File: src/rtl/csr_pkg.sv
`default_nettype none
// ============================================================================
//  Module      : csr_pkg
//  Description : Shared CSR addresses, bit indices, cause codes and op helper
//  Revision    : 1.0 - initial release
// ============================================================================
package csr_pkg;

    localparam logic [11:0] CSR_MSTATUS = 12'h300;
    localparam logic [11:0] CSR_MIE     = 12'h304;
    localparam logic [11:0] CSR_MTVEC   = 12'h305;
    localparam logic [11:0] CSR_MEPC    = 12'h341;
    localparam logic [11:0] CSR_MCAUSE  = 12'h342;
    localparam logic [11:0] CSR_MIP     = 12'h344;

    localparam int MSTATUS_MIE  = 3;
    localparam int MSTATUS_MPIE = 7;
    localparam int MIE_MTIE     = 7;
    localparam int MIE_MEIE     = 11;

    localparam logic [3:0] CAUSE_M_TIMER = 4'd7;
    localparam logic [3:0] CAUSE_M_EXT   = 4'd11;

    typedef enum logic [2:0] {
        CSR_OP_NONE = 3'b000,
        CSR_OP_RW   = 3'b001,
        CSR_OP_RS   = 3'b010,
        CSR_OP_RC   = 3'b011,
        CSR_OP_RWI  = 3'b101,
        CSR_OP_RSI  = 3'b110,
        CSR_OP_RCI  = 3'b111
    } csr_op_e;

    function automatic logic [31:0] csr_apply(input logic [2:0]  f3,
                                              input logic [31:0] old_v,
                                              input logic [31:0] operand);
        case (csr_op_e'(f3))
            CSR_OP_RW, CSR_OP_RWI: return operand;
            CSR_OP_RS, CSR_OP_RSI: return old_v | operand;
            CSR_OP_RC, CSR_OP_RCI: return old_v & ~operand;
            default:               return old_v;
        endcase
    endfunction

endpackage
`default_nettype wire

File: src/rtl/csr_unit_irq_sync.sv
`default_nettype none
// ============================================================================
//  Module      : irq_sync
//  Description : NUM_SYNC-stage flop synchroniser for one interrupt line
//  Revision    : 1.0 - initial release
// ============================================================================
module irq_sync #(
    parameter int NUM_SYNC = 2
) (
    input  logic clk,
    input  logic rst_n,
    input  logic async_in,
    output logic sync_out
);

    logic [NUM_SYNC-1:0] r_sync;

    always_ff @(posedge clk or negedge rst_n) begin
        if (!rst_n) begin
            r_sync <= '0;
        end else begin
            r_sync <= {r_sync[NUM_SYNC-2:0], async_in};
        end
    end

    assign sync_out = r_sync[NUM_SYNC-1];

endmodule
`default_nettype wire

File: src/rtl/csr_unit.sv
`default_nettype none
// ============================================================================
//  Module      : csr_unit
//  Description : Machine-mode CSR file with timer/external trap and mret redirect
//  Revision    : 1.0 - initial release
// ============================================================================
module csr_unit #(
    parameter logic [31:0] MTVEC_RESET = 32'h0000_0000,
    parameter int          NUM_SYNC    = 2
) (
    input  logic        clk,
    input  logic        rst_n,
    input  logic        instr_valid,
    input  logic        csr_reg_wr,
    input  logic        csr_reg_rd,
    input  logic        is_mret,
    input  logic [2:0]  funct3,
    input  logic [11:0] csr_addr,
    input  logic [4:0]  rs1_addr,
    input  logic [31:0] rs1_data,
    input  logic [31:0] pc_in,
    input  logic        timer_irq,
    input  logic        ext_irq,
    output logic [31:0] csr_rdata,
    output logic        epc_taken,
    output logic [31:0] epc
);

    import csr_pkg::*;

    logic        r_mie;
    logic        r_mpie;
    logic        r_mtie;
    logic        r_meie;
    logic [29:0] r_mtvec_base;
    logic        r_mtvec_mode;
    logic [29:0] r_mepc;
    logic [31:0] r_mcause;

    logic        w_mtip;
    logic        w_meip;
    logic [31:0] w_mstatus;
    logic [31:0] w_mie;
    logic [31:0] w_mip;
    logic [31:0] w_old;
    logic [31:0] w_operand;
    logic [31:0] w_new;
    logic        w_ext_pend;
    logic        w_tim_pend;
    logic        w_trap;
    logic        w_mret;
    logic        w_wr_en;
    logic [3:0]  w_cause;
    logic [31:0] w_base;
    logic        w_unused;

    irq_sync #(.NUM_SYNC(NUM_SYNC)) u_sync_timer (
        .clk      (clk),
        .rst_n    (rst_n),
        .async_in (timer_irq),
        .sync_out (w_mtip)
    );

    irq_sync #(.NUM_SYNC(NUM_SYNC)) u_sync_ext (
        .clk      (clk),
        .rst_n    (rst_n),
        .async_in (ext_irq),
        .sync_out (w_meip)
    );

    always_comb begin
        w_mstatus               = '0;
        w_mstatus[MSTATUS_MIE]  = r_mie;
        w_mstatus[MSTATUS_MPIE] = r_mpie;
        w_mie                   = '0;
        w_mie[MIE_MTIE]         = r_mtie;
        w_mie[MIE_MEIE]         = r_meie;
        w_mip                   = '0;
        w_mip[MIE_MTIE]         = w_mtip;
        w_mip[MIE_MEIE]         = w_meip;
    end

    always_comb begin
        case (csr_addr)
            CSR_MSTATUS: w_old = w_mstatus;
            CSR_MIE:     w_old = w_mie;
            CSR_MTVEC:   w_old = {r_mtvec_base, 1'b0, r_mtvec_mode};
            CSR_MEPC:    w_old = {r_mepc, 2'b00};
            CSR_MCAUSE:  w_old = r_mcause;
            CSR_MIP:     w_old = w_mip;
            default:     w_old = '0;
        endcase
    end

    assign w_operand = funct3[2] ? {27'd0, rs1_addr} : rs1_data;
    assign w_new     = csr_apply(funct3, w_old, w_operand);

    assign w_ext_pend = r_meie & w_meip;
    assign w_tim_pend = r_mtie & w_mtip;
    assign w_trap     = instr_valid & r_mie & (w_ext_pend | w_tim_pend);
    assign w_cause    = w_ext_pend ? CAUSE_M_EXT : CAUSE_M_TIMER;
    assign w_mret     = instr_valid & is_mret & ~w_trap;

    // Set/clear forms (funct3[1] = 1) with rs1 = x0 are pure reads.
    assign w_wr_en = instr_valid & csr_reg_wr & (funct3[1:0] != 2'b00) & ~w_trap
                   & ~(funct3[1] & (rs1_addr == 5'd0));

    assign w_base    = {r_mtvec_base, 2'b00};
    assign epc_taken = w_trap | w_mret;
    assign epc       = w_trap ? (r_mtvec_mode ? w_base + {26'd0, w_cause, 2'b00} : w_base)
                              : {r_mepc, 2'b00};
    assign csr_rdata = csr_reg_rd ? w_old : '0;

    assign w_unused = ^pc_in[1:0];

    always_ff @(posedge clk or negedge rst_n) begin
        if (!rst_n) begin
            r_mie        <= 1'b0;
            r_mpie       <= 1'b0;
            r_mtie       <= 1'b0;
            r_meie       <= 1'b0;
            r_mtvec_base <= MTVEC_RESET[31:2];
            r_mtvec_mode <= MTVEC_RESET[0];
            r_mepc       <= '0;
            r_mcause     <= '0;
        end else if (w_trap) begin
            r_mepc   <= pc_in[31:2];
            r_mcause <= {1'b1, 27'd0, w_cause};
            r_mpie   <= r_mie;
            r_mie    <= 1'b0;
        end else if (w_mret) begin
            r_mie  <= r_mpie;
            r_mpie <= 1'b1;
        end else if (w_wr_en) begin
            case (csr_addr)
                CSR_MSTATUS: begin
                    r_mie  <= w_new[MSTATUS_MIE];
                    r_mpie <= w_new[MSTATUS_MPIE];
                end
                CSR_MIE: begin
                    r_mtie <= w_new[MIE_MTIE];
                    r_meie <= w_new[MIE_MEIE];
                end
                CSR_MTVEC: begin
                    r_mtvec_base <= w_new[31:2];
                    r_mtvec_mode <= w_new[0];
                end
                CSR_MEPC:   r_mepc   <= w_new[31:2];
                CSR_MCAUSE: r_mcause <= w_new;
                default: ;
            endcase
        end
    end

endmodule
`default_nettype wire

File: config.mk
export PLATFORM = sky130hd
export DESIGN_NAME = csr_unit
export DESIGN_NICKNAME = d
export VERILOG_FILES = /design/src/rtl/csr_pkg.sv /design/src/rtl/csr_unit_irq_sync.sv /design/src/rtl/csr_unit.sv
export SDC_FILE = /design/constraint.sdc
export NUM_CORES = 1
export LEC_CHECK = 0
export CORE_MARGIN = 2
export CORE_UTILIZATION = 23
export CTS_CLUSTER_SIZE = 40
export DETAILED_ROUTE_END_ITERATION = 10
export GPL_ROUTABILITY_DRIVEN = 0
export PLACE_DENSITY = 0.5
export SYNTH_ARGS = -nofsm -noshare
export SYNTH_HDL_FRONTEND = slang
export SYNTH_SLANG_ARGS = --single-unit
File: constraint.sdc
create_clock -name clk -period 5.5 [get_ports clk]
set_input_delay 1.65 -clock clk [delete_from_list [all_inputs] [get_ports clk]]
set_output_delay 1.65 -clock clk [all_outputs]
set_load 0.02 [all_outputs]
==> After elaboration in Yosys (flattened, before gate mapping) <==
Index checks and enable logic that the tools add are counted.
{ "classes": {"mux": 23, "n_div": 0, "bitwise_logic": 19, "multipliers": 0, "add_sub_neg": 1, "n_shift": 0, "n_eq_ne": 13, "magnitude_cmp": 0, "n_reduce_logical": 15} }
{ "ops": {"columns": ["op", "count"], "rows": [
  ["2-to-1 mux 32 bit", 8],
  ["case mux 32 bit (6 select lines)", 1],
  ["2-to-1 mux 30 bit", 4],
  ["case mux 32 bit (3 select lines)", 1],
  ["== test 12 x 10 -> 1 bit (second input constant)", 6],
  ["adder 32 x 6 -> 32 bit", 1],
  ["bitwise AND 32 bit", 1],
  ["NOT 32 bit", 1],
  ["bitwise OR 32 bit", 1],
  ["bitwise AND 1 bit", 11],
  ["== test 3 bit (second input constant)", 3],
  ["2-to-1 mux 1 bit", 8],
  ["AND reduction 4 bit", 2],
  ["nonzero test 2 bit", 4],
  ["== test 3 x 2 -> 1 bit (second input constant)", 2],
  ["AND reduction 3 bit", 2],
  ["nonzero test 3 bit", 2],
  ["OR reduction 2 bit", 3],
  ["logical NOT 5 bit", 1],
  ["2-to-1 mux 4 bit", 1],
  ["== test 3 x 1 -> 1 bit (second input constant)", 1],
  ["NOT 1 bit", 3],
  ["inequality test 2 bit (second input constant)", 1],
  ["bitwise OR 1 bit", 2],
  ["AND reduction 2 bit", 1]
]} }
{ "totals": {"latchBits": 0, "input_bits": 92, "reg_bits": 101, "out_inout_bits": 65, "ramBits": 0, "mem_bits_ro": 0, "mem_count": 0} }

==> Longest topological paths before layout <==
{ "logic_depth": {"depth_word": 9, "mapped_depth": 9, "mapped_depth_nobuf": 8} }

==> By module <==
A second synthesis with hierarchy kept.
{ "hier_totals": {"cells_unflattened": 947, "area_unflattened_um2": 7468.4} }
{ "by_module_without_submodules": {"columns": ["module", "instances", "seq_area_each_um2", "cells_each", "area_per_inst_um2"], "rows": [
  ["csr_unit", 1, 2427.3, 943, 7368.3],
  ["irq_sync", 2, 50.0, 2, 50.0]
]} }

==> Worst setup path after synthesis <==
Ideal clock, no wire load.
{ "synth_timing": {"path_type": "input-to-output", "from": "input port csr_addr[3]", "to": "output port csr_rdata[10]", "n_path_buf": 3, "t_arrival_ns": 3.442, "required_ns": 3.850, "slack_ns": 0.408, "cell_stages": 6, "cell_sequence": "or4_4 > or2_1 > buf_2 > clkbuf_1 > clkbuf_1 > nor3_1"} }
{ "synth_between": {"elab_chain_cells": 3, "word_cells_on_any_way": 8} }
{ "synth_lines": {"columns": ["element", "line_no", "rtl"], "rows": [
  ["from (decl)", "csr_unit.sv:18", "input logic [11:0] csr_addr,"],
  ["== test 12 x 10 -> 1 bit", "csr_unit.sv:84", "case (csr_addr)"],
  ["case mux 32 bit (6 select lines) *", "csr_unit.sv:84", null],
  ["2-to-1 mux 32 bit *", "csr_unit.sv:112", "assign csr_rdata = csr_reg_rd ? w_old : '0;"],
  ["to (decl)", "csr_unit.sv:24", "output logic [31:0] csr_rdata,"]
]} }
Every way passes the cells marked *; elsewhere a longest branch is shown, timed or not.

==> Final worst setup path <==
{ "layout_timing": {"from": "input port csr_addr[8]", "to": "output port csr_rdata[11]"} }
Same word-level chain as after synthesis.

==> metrics.md <==
| Metric | Value |
|---|---|
| GRT Residual Overflow | 0 |
| Min-delay src | u_sync_timer.r_sync[0]$_DFF_PN0_ |
| Worst hold path type | flop to flop |
| Worst vdd ir | roughly 0.00016 V |
| Worst Path Max Fanout | 31 |
| Met3 Routed Length | between 1.5 and 2 mm |
| RSZ-0062 raised after global routing | no |
| First-pass GRT wire length | 43.2 mm |
| EDFF count, synth | 0 |
| Count of state elements after synthesis | a little over 100 |
| CTS max path bufs | 2 |
| Worst r2r path cells | 7 |
| Reg2reg setup slack | between 2 and 3 ns |
| FMAX | between 150 and 200 MHz |
| R2r endpoint | r_mepc[13]$_DFFE_PN0P_ |
| Core area | around 31,000 um2 |
| Die area | ~33,000 um2 |
| Nets | 1,116 |
| Met1 wire length | 13.1 mm |
| Post-synth cell types | between 60 and 70 |
| Vias in the first global route | around 7,000 |
| CTS clk-pin slew, worst paths | 0.08 ns |
| Fin util | a little under a third |
| Die Width | 180 um |
| Hold Path Depth | 0 |
| Status | finished, final reports clean |
| Area of the multi-input gates | approximately 4300 um2 |
| Post-CTS setup buffer count | 0 |
| CP required | approximately 3.9 ns |
| DP Wirelength | around 20 mm |
| Remaining antenna violation count | 0 |
| Synthesized area per cell | ~8.3 um2 |
| Fillers | about 3,300 |
| Post-synthesis cell count | 863 |
| Pleak | approximately 3.7 nW |
| Worst skew pair latency | 0.36 ns |
| Top cell type by total area after synthesis | dfrtp_1 |
| Max-slew violation count | 0 |
| Area Growth Syn to Fin | 34.9% |
| Clock Sinks | around 100 |
| Post-synth ARST share | 100% |
| Root Driver | clkbuf_16 |
| # setup viols final | 0 |
| Worst Path Arrival | approximately 3.8 ns |
| Layout Skew | between 0.01 and 0.015 ns |
| Htree depth | 3 |
| Max Used Layer | met4 |
| Final Hold Viols | 0 |
| FF-to-FF Start | r_meie$_DFFE_PN0P_ |
| Ys flop type | dfrtp_1 |
| Tightest Pin Transition | about 1.1 ns |
| Die Ht | about 180 um |
| Synth Cell Area | 7150 um2 |
| DR DRC count | 0 |
| Warnings, synthesis | 0 |
| Final wirelength | 27.9 mm |
| MaxCap Viol Count | 0 |
| # IOs | around 160 |
| Rel. slew slack | 29.2% |
| Setup TNS | 0 ns |
| Met2 wire len | around 12 mm |
| CTS Buf Count | 9 |
| CTS tree | built |
| Register area | about 2500 um2 |
| Share of cells above drive strength 1 | 15.8% |
| DR pass1 iterations | 8 |
| Post-synth top area share | roughly 35% |
| Sequential share of the synthesized area | ~35% |
| Vias per inst | approximately 5.0 |
| Startpoint Class | input pin |
| Hold-fix buffers at CTS | 0 |
| Synth area leaders | dfrtp_1 (35%), nand2_1 (8.3%), o21ai_0 (6.2%) |
| Largest net degree at the start of global routing | between 40 and 50 |
| Ant diodes | 0 |
| WS Path Type | input pin to output port |
| Hold Path End | u_sync_timer.r_sync[1]$_DFF_PN0_ |
| Initial Util | between 20% and 30% |
| Crit path from | csr_addr[8] |
| Tmin final | approximately 5.4 ns |
| Initial DRC Count | 475 |
| Port-buffer cells | approximately 150 |
| Gr usage total | 17.1% |
| Via count | between 7,000 and 8,000 |
| Rows | between 60 and 70 |
| Crit end category | output port |
| WL/cell | approximately 20 um |
| Pwr per Cell Area | approximately 240 nW/um2 |
| Initial antenna violation count | 0 |
| Share of the clock period used by the worst path | ~99% |
==> cell families (layout without fill, tap and decap cells) <==
family	count (synthesis)	in the layout	share of synthesized area [%]
simple gates	326	326	23.1
xor+xnor	50	50	6.13
buf+inv	85	247	5.51
other cells	1	2	0.0525
mux	11	11	1.58
fa+ha+maj	3	3	0.525
flops	101	101	35.4
compound gates	286	286	27.7
==> synthesized netlist by cell type (6+ instances only) <==
| cell type | n |
|---|---|
| nand4_1 | 8 |
| dfrtp_1 | 101 |
| or4_1 | 6 |
| nor2_1 | 12 |
| xor2_1 | 19 |
| nand3_1 | 19 |
| o2bb2ai_1 | 13 |
| nor3_1 | 19 |
| buf_6 | 7 |
| buf_1 | 7 |
| a22oi_1 | 15 |
| a22oi_2 | 30 |
| o21ai_0 | 89 |
| nand2_1 | 158 |
| a31oi_1 | 8 |
| clkbuf_1 | 44 |
| and2_1 | 30 |
| xnor2_1 | 31 |
| o2111ai_1 | 9 |
| a222oi_1 | 10 |
| mux2i_1 | 9 |
| o21ai_2 | 8 |
| inv_1 | 13 |
| and3_1 | 6 |
| buf_2 | 12 |
| o21ai_1 | 50 |
| nand3b_1 | 9 |
| nor2b_1 | 28 |
| a21oi_1 | 19 |
| o211ai_1 | 9 |
==> cells in the final DEF (no fill, tap or decap), types with 10 or more instances in the layout <==
cell type / n
nor2_1: 12
clkbuf_2: 16
xor2_1: 19
and2_1: 30
nand3_1: 18
a21oi_1: 18
a22oi_1: 15
a22oi_2: 30
dlygate4sd2_1: 11
nand2_1: 158
dfrtp_1: 101
o2bb2ai_1: 10
o21ai_1: 51
nor2b_1: 28
clkdlybuf4s50_1: 116
o21ai_0: 88
inv_1: 13
a222oi_1: 10
xnor2_1: 31
buf_4: 63
nor3_1: 18
==> critical path, cell delays in order <==
cell and delay [ns]:
clkdlybuf4s50_1 0.46, or4bb_1 0.55, or2_1 0.27, buf_12 0.19
a211oi_1 0.31, dlygate4sd1_1 0.36
==> routing by layer <==
layer,vias up,GRT usage [%]
li1,3424,-
met1,3406,24.2
met2,265,26.8
met3,25,2.71
met4,0,4.97
met5,-,0
==> what timing repair did <==
action | CTS | global route
gates resized for setup | 36 | 47
endpoints found under the setup margin | 32 | 23
pin swaps | 0 | 1
==> sequential cells by signal, summed over array words and instances, names as in the netlist <==
signal               cells
r_mcause                32
r_meie                   1
r_mepc                  30
r_mie                    1
r_mpie                   1
r_mtie                   1
r_mtvec_base            30
r_mtvec_mode             1
u_sync_ext.r_sync        2
u_sync_timer.r_sync      2
==> per-stage QoR <==
step           hold WS [ns]  area, um2  power, mW  setup slack, ns  std cells
2_1_floorplan         0.331       7150       1.26            0.408        864
3_3_place_gp          0.335       9400       1.63           -0.371       1406
3_5_place_dp          0.338       9400       1.63           -0.339       1406
4_1_cts               0.356       9680       2.31          0.00438       1422
5_1_grt               0.355       9640       2.40          0.00213       1422
6_report              0.355       9640       2.29           0.0513       1422
==> final cells by class <==
| type | count | share of cell area [%] |
|---|---|---|
| clock inverters | 5 | 0.623 |
| flip-flops and latches | 101 | 26.2 |
| well taps | 396 | 5.14 |
| multi-input cells | 678 | 44.5 |
| clock buffers | 11 | 2.52 |
| repair buffers | 218 | 20.5 |
| inverters | 13 | 0.506 |
==> how the worst max path moves through the flow <==
stage               slack (ns)             to  depth (start not counted)
floorplan                 0.41  csr_rdata[10]                          6
global placement         -0.37   csr_rdata[0]                          7
finish                    0.05  csr_rdata[11]                          6
global route             0.002        epc[24]                          6
CTS                      0.004  csr_rdata[30]                          7
detailed placement       -0.34   csr_rdata[0]                          7
==> power breakdown <==
group          internal [mW]  switching, mW
clock                  0.367          0.305
sequential             0.816         0.0790
combinational          0.342          0.376
(Power assumes the default switching activity.)
